$ cat src/rtl/tron_mem_pkg.sv
// Shared types and defaults for the Tron unified-memory port: owner encoding and read-return tag.
package tron_mem_pkg;

    localparam int DEFAULT_ADDR_W = 16;
    localparam int DEFAULT_DATA_W = 16;

    typedef enum logic {
        OWNER_CPU = 1'b0,
        OWNER_VID = 1'b1
    } owner_e;

    typedef struct packed {
        logic   valid;
        owner_e owner;
    } tag_t;

endpackage

$ cat src/rtl/rd_tag_pipe.sv
// Delay line carrying {valid, owner} alongside each memory read so returning data can be routed.
module rd_tag_pipe
    import tron_mem_pkg::*;
#(
    parameter int DEPTH = 1
) (
    input  logic clk,
    input  logic reset,
    input  tag_t tag_in,
    output tag_t tag_out
);

    tag_t stages [DEPTH];

    // Reset empties the pipe so reads in flight at reset never produce an rvalid.
    always_ff @(posedge clk or posedge reset) begin
        if (reset) begin
            stages <= '{default: '0};
        end else begin
            stages[0] <= tag_in;
            for (int i = 1; i < DEPTH; i++) begin
                stages[i] <= stages[i-1];
            end
        end
    end

    assign tag_out = stages[DEPTH-1];

endmodule

$ cat src/rtl/mem_port_arbiter.sv
// Arbitrates the single memory port between the CPU (fixed priority) and video scanout (bounded wait).
module mem_port_arbiter
    import tron_mem_pkg::*;
#(
    parameter int ADDR_W       = DEFAULT_ADDR_W,
    parameter int DATA_W       = DEFAULT_DATA_W,
    parameter int READ_LAT     = 1,
    parameter int VID_MAX_WAIT = 4,
    localparam int WAIT_W      = $clog2(VID_MAX_WAIT + 1)
) (
    input  logic              clk,
    input  logic              reset,
    input  logic              cpu_req,
    input  logic              cpu_we,
    input  logic [ADDR_W-1:0] cpu_addr,
    input  logic [DATA_W-1:0] cpu_wdata,
    output logic              cpu_gnt,
    output logic              cpu_stall,
    output logic              cpu_rvalid,
    output logic [DATA_W-1:0] cpu_rdata,
    input  logic              vid_req,
    input  logic [ADDR_W-1:0] vid_addr,
    output logic              vid_gnt,
    output logic              vid_rvalid,
    output logic [DATA_W-1:0] vid_rdata,
    output logic [ADDR_W-1:0] mem_addr,
    output logic [DATA_W-1:0] mem_wdata,
    output logic              mem_we,
    input  logic [DATA_W-1:0] mem_rdata,
    output logic [WAIT_W-1:0] vid_wait
);

    logic [WAIT_W-1:0] wait_q;
    logic              vid_starved;
    tag_t              tag_in;
    tag_t              tag_out;

    assign vid_starved = (wait_q == WAIT_W'(VID_MAX_WAIT));

    // Grants are combinational so the winning address reaches memory in the request cycle.
    assign vid_gnt   = ~reset & vid_req & (~cpu_req | vid_starved);
    assign cpu_gnt   = ~reset & cpu_req & ~vid_gnt;
    assign cpu_stall = ~reset & cpu_req & ~cpu_gnt;

    assign mem_addr  = vid_gnt ? vid_addr : cpu_addr;
    assign mem_wdata = cpu_wdata;
    assign mem_we    = cpu_gnt & cpu_we;

    always_ff @(posedge clk or posedge reset) begin
        if (reset) begin
            wait_q <= '0;
        end else if (~vid_req || vid_gnt) begin
            wait_q <= '0;
        end else if (!vid_starved) begin
            wait_q <= wait_q + 1'b1;
        end
    end

    assign vid_wait = wait_q;

    assign tag_in.valid = (cpu_gnt & ~cpu_we) | vid_gnt;
    assign tag_in.owner = vid_gnt ? OWNER_VID : OWNER_CPU;

    rd_tag_pipe #(
        .DEPTH (READ_LAT)
    ) u_rd_tag_pipe (
        .clk     (clk),
        .reset   (reset),
        .tag_in  (tag_in),
        .tag_out (tag_out)
    );

    assign cpu_rvalid = tag_out.valid & (tag_out.owner == OWNER_CPU);
    assign vid_rvalid = tag_out.valid & (tag_out.owner == OWNER_VID);
    assign cpu_rdata  = mem_rdata;
    assign vid_rdata  = mem_rdata;

endmodule

$ cat config.mk
export PLATFORM = sky130hd
export DESIGN_NAME = mem_port_arbiter
export DESIGN_NICKNAME = d
export VERILOG_FILES = /design/src/rtl/tron_mem_pkg.sv /design/src/rtl/rd_tag_pipe.sv /design/src/rtl/mem_port_arbiter.sv
export SDC_FILE = /design/constraint.sdc
export NUM_CORES = 1
export LEC_CHECK = 0
export ABC_AREA = 1
export CAP_MARGIN = 10
export CORE_UTILIZATION = 25
export DETAILED_ROUTE_END_ITERATION = 12
export PLACE_DENSITY = 0.95
export SKIP_LAST_GASP = 1
export SLEW_MARGIN = 25
export SYNTH_ARGS = -nofsm -noshare
export SYNTH_HDL_FRONTEND = slang
export SYNTH_SLANG_ARGS = --single-unit
$ cat constraint.sdc
create_clock -name clk -period 2 [get_ports clk]
set_input_delay 0.2 -clock clk [delete_from_list [all_inputs] [get_ports clk]]
set_output_delay 0.2 -clock clk [all_outputs]
set_load 0.005 [all_outputs]
==> run metrics <==
outcome complete, no violations; Mapped Avg Cell Area 6.37 sq um; DRC viols 0; CP Capture Type output pin; worst setup margin 81.0 ps; Flop pwr share 19.4%; Max clock buf depth 2; Die Wd 62.8 microns; placed cell count 203; Worst Max-Slew Pin Slew 241 ps; crit path cell chain inv_2 -> ha_4 -> nand2_4 -> nand2_4 -> buf_4 -> bufbuf_16 -> nand3_1 -> nand2_1 -> dlygate4sd2_1; Post-synth top flop dfrtp_1; diodes inserted 0; TritonCTS clock tree built; final period utilization 95.9%; EDFF count, synth 0; sw power 0.178 mW; Slew Limit Fails 0; Synthesis Warnings 0; CP max FO 8; crit-path max cell delay 360 ps; Root Buffer clkbuf_8; Fin. Hold Viols 0; most common cell in the netlist buf_4; H-tree depth 1; Synth cell types 13; Clock Latency Late Sink 210 ps; Starting Density 26.8%; area of the die 3940 sq um; 1st-iter DRT viols 47; Power Total 0.628 mW; Synth Net Count 216; Worst Clk Skew 0.375 ps; Yosys top cell by area buf_4; Leak Pwr 0.797 nW; top post-synthesis cells by count 49 x buf_4, 42 x nand2_1, 18 x nand3_1, 12 x inv_1, 8 x nor2_1; initial antenna violation count 0; final setup violation count 0; Worst R2R Setup Slack 660 ps; number of global-route vias before repair 945; Synth top area share 39.8%; Int Pwr 0.450 mW; max_cap viols 0; Sw Share 28.3%; Final Instance Area 1460 sq um; Port Buffers 61; Worst EP arrival 1720 ps; CP max-delay cell dfrtp_1; maximum VDD drop 165 uV; DRT Pass-1 Iters 4; Seq cells post-synth 5; Die Span Y 62.8 microns; class of the worst hold path primary input to async pin; Clk pin slew, worst setup/hold paths 30 ps; vias post-DR 915; vias per inst 4.12; dpl cell area 1230 sq um; crit path from vid_wait[0]; gpl congestion 0.715; Final nets 248; Layout area overhead 58.1%; Fmax 521 MHz; pre-CTS WS 21.8 ps; Cells after Synth 145; Final min period 1920 ps; share of post-route cells with drive strength above 1 17.0%; Clock power frac 28.7%; RSZ-0062 raised after global routing true; hpwl dp 1900 microns; sequential share of the synthesized area 13.6%; Rows 21; R2R Path Start vid_wait[0]; Post-Layout Cell Count 222; top post-synthesis cells by area buf_4 40%, nand2_1 17%, dfrtp_1 14%; ys async rst share 100%; required time worst endpoint 1800 ps; global-route wire length before repair 4330 microns; core area 3440 sq um; Rel. slew slack 83.9%; Congestion Overflow GR 0; startpoint types flop; critical path class flop to output pin; pin count of the biggest net entering global routing 14; Layout Utilization 42.4%; final WL 2640 microns; GRT Util Overall 14.3%; CTS buffer count 3; Clock Sinks 5; post-route ant nets 0; I/O pin count 142; post-cts hold buffer count 0; routed len/inst 11.9 microns; cell repeated most along the worst path nand2_4; Power Density 430 nW/um^2; synthesized cell area 923 sq um; Comb pwr share 51.9%
## metal layers
metal | vias to the layer above | global-route usage [%] | part of all wire [%]
li1 | 457 | - | -
met5 | - | 0 | 0
met4 | 0 | 8.14 | 1.2
met1 | 391 | 15.2 | 37
met3 | 6 | 5.11 | 8.7
met2 | 61 | 24.2 | 53
## registers in the layout (all words and copies together) (netlist names)
signal and cells:
vid_wait 3, u_rd_tag_pipe.tag_out 2
## kinds of logic (layout without fill, tap and decap cells)
family | after synthesis | count (layout) | synth area share [%]
buffers and inverters | 64 | 93 | 48.0
flip-flops | 5 | 5 | 13.6
adder cells (fa/ha/maj) | 2 | 2 | 2.71
AND/OR/NAND/NOR | 74 | 76 | 35.8
## power by group through the flow
stage          clock (mW)  sequential, mW  combinational (mW)
6_report            0.180           0.122               0.326
5_1_grt             0.197           0.123               0.357
4_1_cts             0.185           0.121               0.319
3_5_place_dp            0           0.124               0.266
3_3_place_gp            0           0.123               0.262
2_1_floorplan           0           0.123               0.176
## layout by cell type (no fill, tap or decap)
master and n:
nor2_2 1, ha_1 1, dlymetal6s2s_1 3, nand2_4 3, dfrtp_1 5, nand2_2 1, clkbuf_8 3, inv_2 2
buf_4 12, nor2_1 8, clkbuf_1 1, inv_1 10, ha_4 1, nor2_4 1, bufbuf_16 1, nand2_1 42
buf_12 2, buf_8 1, dlygate4sd2_1 17, nand2_8 2, clkdlybuf4s50_1 41, nand3_1 18
## timing repair
action / CTS / global route
gates resized for setup: 26 / 3
cloned: 3 / 0
pin swaps: 4 / 1
endpoints found under the setup margin: 20 / 7
buffers inserted: 8 / 4
## worst max-delay path, delay by kind of cell, from the launching register on
family | cells | cell delay (ps)
AND/OR/NAND/NOR | 4 | 260
flip-flops | 1 | 360
buffers and inverters | 4 | 700
adder cells (fa/ha/maj) | 1 | 170
## per-stage QoR
| step | TNS [ps] | hold slack [ps] |
|---|---|---|
| 5_1_grt | -54.4 | 349 |
| 4_1_cts | -45.6 | 336 |
| 6_report | 0 | 327 |
| 3_3_place_gp | 0 | 400 |
| 3_5_place_dp | 0 | 400 |
| 2_1_floorplan | 0 | -21.5 |
## final cells by class
type | instances | area (sq um)
clock buffers | 4 | 45.0
fillers | 358 | 1980
inverters | 12 | 45.0
multi-input cells | 78 | 413
flip-flops and latches | 5 | 125
well taps | 46 | 57.6
repair buffers | 77 | 774
## path summary, 6_finish.rpt
kind | end | cells past startpoint
max | mem_addr[15] | 9
max reg2reg | vid_wait[2] | 9
min in group clk | mem_wdata[0] | 0
min | vid_wait[1] | 2
min reg2reg | vid_wait[0] | 4
max in group asynchronous | u_rd_tag_pipe.tag_out[0] | 2
No activity file was read; power rests on OpenSTA's default activity.
